$ cat src/rtl/sw_result_collector.sv
// Reduces the per-target Smith-Waterman score stream to one summary record per query
// (best score, its index, target count, hit count) and queues records for the host.
module sw_result_collector #(
    parameter int CALC_BIT = 16,
    parameter int CNT_BIT  = 16,
    parameter int QID_BIT  = 8,
    parameter int DEPTH    = 4
) (
    input  logic                      clk,
    input  logic                      rst_n,
    input  logic                      clear_i,
    input  logic [CALC_BIT-1:0]       threshold_i,
    input  logic [CALC_BIT-1:0]       result_i,
    input  logic                      valid_i,
    input  logic                      change_q_i,
    input  logic                      busy_i,
    output logic                      rec_valid_o,
    input  logic                      rec_ready_i,
    output logic [QID_BIT-1:0]        rec_qid_o,
    output logic [CALC_BIT-1:0]       rec_best_o,
    output logic [CNT_BIT-1:0]        rec_best_idx_o,
    output logic [CNT_BIT-1:0]        rec_count_o,
    output logic [CNT_BIT-1:0]        rec_hits_o,
    output logic [$clog2(DEPTH):0]    fill_o,
    output logic                      overflow_o
);

    localparam int AW    = $clog2(DEPTH);
    localparam int REC_W = QID_BIT + CALC_BIT + 3 * CNT_BIT;
    localparam logic [CNT_BIT-1:0] CNT_MAX   = '1;
    localparam logic [AW:0]        FULL_FILL = (AW + 1)'(DEPTH);

    // Running per-query state
    logic [CALC_BIT-1:0] best_q, best_d;
    logic [CNT_BIT-1:0]  best_idx_q, best_idx_d;
    logic [CNT_BIT-1:0]  cnt_q, cnt_d;
    logic [CNT_BIT-1:0]  hits_q, hits_d;
    logic [QID_BIT-1:0]  qid_q;
    logic                busy_q;
    logic                close;

    // FIFO state
    logic [REC_W-1:0]    mem_q [DEPTH];
    logic [AW:0]         wr_ptr_q, rd_ptr_q;
    logic                overflow_q;
    logic [AW:0]         fill;
    logic                full, pop, wr_en, drop;
    logic [REC_W-1:0]    push_rec, head_rec;

    // Running values with this cycle's beat folded in; these are both the
    // next running state and the record contents when the query closes.
    always_comb begin
        best_d     = best_q;
        best_idx_d = best_idx_q;
        cnt_d      = cnt_q;
        hits_d     = hits_q;
        if (valid_i) begin
            if (cnt_q != CNT_MAX) begin
                cnt_d = cnt_q + 1'b1;
            end
            if (result_i > best_q) begin
                best_d     = result_i;
                best_idx_d = cnt_q;
            end
            if ((result_i >= threshold_i) && (hits_q != CNT_MAX)) begin
                hits_d = hits_q + 1'b1;
            end
        end
    end

    // The busy-edge close counts a beat arriving in the same cycle as the fall.
    assign close    = change_q_i | (busy_q & ~busy_i & (cnt_d != '0));
    assign push_rec = {qid_q, best_d, best_idx_d, cnt_d, hits_d};

    always_ff @(posedge clk or negedge rst_n) begin
        if (!rst_n) begin
            best_q     <= '0;
            best_idx_q <= '0;
            cnt_q      <= '0;
            hits_q     <= '0;
            qid_q      <= '0;
            busy_q     <= 1'b0;
        end else begin
            busy_q <= busy_i;
            if (clear_i) begin
                best_q     <= '0;
                best_idx_q <= '0;
                cnt_q      <= '0;
                hits_q     <= '0;
                qid_q      <= '0;
            end else if (close) begin
                best_q     <= '0;
                best_idx_q <= '0;
                cnt_q      <= '0;
                hits_q     <= '0;
                qid_q      <= qid_q + 1'b1;
            end else begin
                best_q     <= best_d;
                best_idx_q <= best_idx_d;
                cnt_q      <= cnt_d;
                hits_q     <= hits_d;
            end
        end
    end

    // Record handshake: rec_valid_o high means the head record is on rec_*;
    // it is consumed on a rising edge where rec_valid_o & rec_ready_i, and the
    // rec_* outputs hold steady while rec_valid_o & ~rec_ready_i.
    assign fill        = wr_ptr_q - rd_ptr_q;
    assign full        = (fill == FULL_FILL);
    assign rec_valid_o = (fill != '0);
    assign pop         = rec_valid_o & rec_ready_i & ~clear_i;
    assign wr_en       = close & ~clear_i & (~full | pop);
    assign drop        = close & ~clear_i & full & ~pop;

    always_ff @(posedge clk or negedge rst_n) begin
        if (!rst_n) begin
            wr_ptr_q   <= '0;
            rd_ptr_q   <= '0;
            overflow_q <= 1'b0;
            for (int i = 0; i < DEPTH; i++) begin
                mem_q[i] <= '0;
            end
        end else if (clear_i) begin
            wr_ptr_q   <= '0;
            rd_ptr_q   <= '0;
            overflow_q <= 1'b0;
        end else begin
            if (wr_en) begin
                mem_q[wr_ptr_q[AW-1:0]] <= push_rec;
                wr_ptr_q                <= wr_ptr_q + 1'b1;
            end
            if (pop) begin
                rd_ptr_q <= rd_ptr_q + 1'b1;
            end
            if (drop) begin
                overflow_q <= 1'b1;
            end
        end
    end

    assign head_rec       = mem_q[rd_ptr_q[AW-1:0]];
    assign rec_qid_o      = head_rec[REC_W-1 -: QID_BIT];
    assign rec_best_o     = head_rec[3*CNT_BIT +: CALC_BIT];
    assign rec_best_idx_o = head_rec[2*CNT_BIT +: CNT_BIT];
    assign rec_count_o    = head_rec[CNT_BIT +: CNT_BIT];
    assign rec_hits_o     = head_rec[0 +: CNT_BIT];
    assign fill_o         = fill;
    assign overflow_o     = overflow_q;

endmodule

$ cat config.mk
export PLATFORM = sky130hd
export DESIGN_NAME = sw_result_collector
export DESIGN_NICKNAME = d
export VERILOG_FILES = /design/src/rtl/sw_result_collector.sv
export SDC_FILE = /design/constraint.sdc
export NUM_CORES = 1
export LEC_CHECK = 0
export ABC_AREA = 1
export CORE_MARGIN = 4
export CORE_UTILIZATION = 65
export DETAILED_ROUTE_END_ITERATION = 8
export HOLD_SLACK_MARGIN = 0.1
export PLACE_DENSITY = 0.86
export SYNTH_ARGS = -nofsm -noshare
export SYNTH_HDL_FRONTEND = slang
export SYNTH_SLANG_ARGS = --single-unit
$ cat constraint.sdc
create_clock -name clk -period 4.5 [get_ports clk]
set_clock_uncertainty 0.05 [all_clocks]
set_input_delay 0.45 -clock clk [delete_from_list [all_inputs] [get_ports clk]]
set_output_delay 0.45 -clock clk [all_outputs]
set_load 0.05 [all_outputs]
==> run_results.csv <==
group,metric,value,unit
status,status,"finished, final reports clean",
hold_path,hold_path_class,"input port to register",
clocking,path_clk_slew,60,ps
floorplan,chipWidth,180,um
finish,drive_gt1_share,5.25,%
floorplan,initial_utilization,66.3,%
sta,fin_crit,3810,ps
pwr,power.density,598,mW/mm2
critical_path,startpoint,"rd_ptr_q[1]",
synthesis,synth_area_per_cell,7.79,um2
drt,avgViaCountPerCell,6.40,
synthesis,synthCells,2465,
critical_path,path_class,"register to primary output",
sta,tns,0,ps
sta,slew_viol_final,0,
placed_design,gp_congestion,0.944,
sta,fin_crit_sh,84.7,%
global_routing,grt_antenna_before_repair,0,
critical_path,r2r_slack,710,ps
sta,timing.slew.headroom,27.7,%
floorplan,die-area,0.0323,mm2
synthesis,yosys_warnings,0,
drt,route.detailed.drc,0,
critical_path,slowest_stage,"clkdlybuf4s50_1",
placed_design,dp_slack,633,ps
clocking,clk_latency,520,ps
synthesis,netlist.area_leader.share,48.0,%
sta,setup_violations,0,
drt,firstDrtPassIters,7,
pwr,peakVddDrop,0.640,mV
critical_path,r2r-start,"cnt_q[1]",
floorplan,die_h,180,um
global_routing,grt_max_degree,228,
drt,num_vias,18400,
clocking,cts_made_buffers,39,
clocking,post_cts_resized,0,
placed_design,dp_hpwl,32.0,mm
sta,layout_setup_ws,689,ps
critical_path,end_kind,"primary output",
critical_path,cp-start-kind,"register",
finish,finalNonFillerCells,2880,
placed_design,dp.cells,2811,
sta,hold_viol,0,
sta,whs,368,ps
pwr,leakagePower,11.1,nW
clocking,cts-root-buf,"clkbuf_16",
critical_path,slowest_delay,910,ps
synthesis,yosys-top-cells-area,"dfrtp_1, nand2_1, nand4_1, nor2_1, o21ai_0",
finish,nNetsFinal,2551,
drt,ant_nets,0,
placed_design,port_buffers,115,
critical_path,cp.depth,4,
synthesis,syn_nets,2547,
global_routing,grt-ovfl-total,0,
sta,worst_pin_slew,1080,ps
hold_path,hp-start,"busy_i",
global_routing,grt_pass1_vias,18300,
drt,drt_iter0_drc,2218,
sta,rsz0062_at_grt,"false",
sta,max_freq,262,MHz
drt,postRouteWirelength,55.5,mm
floorplan,core_area,0.0289,mm2
synthesis,synth_cell_types,37,
synthesis,yosysSeqAreaShare,48.0,%
critical_path,critPathCapture,"rec_count_o[15]",
global_routing,grt_usage,33.5,%
finish,diodes,0,
critical_path,cp_cell_sequence,"buf_4 > o21ai_0 > o22ai_1 > clkdlybuf4s50_1",
job,drv_cap,0,
clocking,clock-sinks,368,
synthesis,synth_top_cell_by_area,"dfrtp_1",
clocking,cts_tree,"yes",
finish,final_util,75.5,%
clocking,cts_max_level,2,
finish,area_growth,13.8,%
critical_path,r2r_end,"mem_q[176]",
critical_path,crit_family,"buffers and inverters",
drt,wl_per_cell,19.3,um
critical_path,worst-path-max-fanout,72,
critical_path,arrival,3310,ps
global_routing,grt_pass1_wl,91.5,mm
floorplan,io_pins,116,
synthesis,syn-cell-area,0.0192,mm2
critical_path,path_buf_inv,2,
critical_path,r2r_cells,17,
critical_path,cp.required,4000,ps
synthesis,ys_ff_latch,368,
clocking,clk_path_buf_depth,3,
floorplan,rows,62,
[routing by layer]
| layer | up-vias | track usage, % | wire [um] |
|---|---|---|---|
| met5 | - | 0 | 0 |
| met4 | 0 | 14.4 | 2170 |
| met3 | 200 | 5.80 | 5690 |
| met2 | 1117 | 54.4 | 26600 |
| met1 | 8842 | 44.7 | 21000 |
| li1 | 8275 | - | - |
[registers in the layout (all words and copies together), names as in the netlist, 3 cells and up]
signal	count
cnt_q	16
best_q	16
rd_ptr_q	3
mem_q	288
qid_q	8
hits_q	16
best_idx_q	16
wr_ptr_q	3
[metrics by stage]
stage               power (W)  cell area [um2]
detailed placement    0.00956            20500
CTS                    0.0130            21800
floorplan             0.00780            19200
finish                 0.0131            21800
global route           0.0136            21800
global placement      0.00946            20500
[power breakdown]
group / internal (W) / total, W / leakage (nW) / switching [W]
combinational: 0.00149 / 0.00546 / 5.42 / 0.00397
sequential: 0.00387 / 0.00419 / 5.01 / 0.000318
clock: 0.00209 / 0.00342 / 0.671 / 0.00133
total: 0.00745 / 0.0131 / 11.1 / 0.00562
[final cells by class]
cell class	instances	area (um2)
clock buffer	59	1210
clock inverter	9	151
fill	2024	7090
inverter	142	536
multi-input combinational	1761	8640
sequential	368	9210
tap	384	480
timing repair buffer	157	1610
[cells by family after synthesis]
logic type	share of synthesized area (%)
fa+ha+maj	2.84
flops	48.0
simple gates	31.6
buf+inv	7.20
xor+xnor	0.593
compound gates	9.76
[worst min-delay path by stage]
stage                                to  cells past startpoint
after global placement        mem_q[87]                      2
after global routing             busy_q                      1
after floorplan           best_idx_q[0]                      0
after detailed placement     mem_q[159]                      2
after CTS                        busy_q                      1
final                            busy_q                      1
[cells in the final DEF (no fill, tap or decap), drive strengths merged]
master,instances
a31oi,3
clkinvlp,1
nor2,229
o211ai,3
or2,1
nand2,779
o21ai,172
bufinv,4
nand3,36
fa,1
clkinv,6
a211oi,2
dfrtp,368
a21oi,50
buf,42
nor4,1
nand4,306
clkdlybuf4s50,114
dlygate4sd3,1
o22ai,72
o21bai,1
ha,42
nor3,8
inv,140
and2,1
xor2,7
xnor2,6
o21a,32
clkbuf,59
nand3b,9
[Yosys cell counts (all sizes together)]
cell and number:
a211oi 2, nand3 36, a21oi 50, clkbuf 113
xnor2 6, a31oi 3, nand3b 9, o211ai 3
buf 81, o21a 32, fa 1, or2 1
inv 140, nor3 8, nor2 229, o22ai 72
nand2 779, o21bai 1, dfrtp 368, and2 1
clkinv 2, o21ai 172, nand4 306, xor2 7
nor4 1, ha 42
[what timing repair did]
item | in CTS | in global routing
endpoints found under the hold margin | 126 | 0
hold buffers | 1 | 0
setup buffers | 0 | 0
Note: power is estimated with default switching activity, not from simulation.
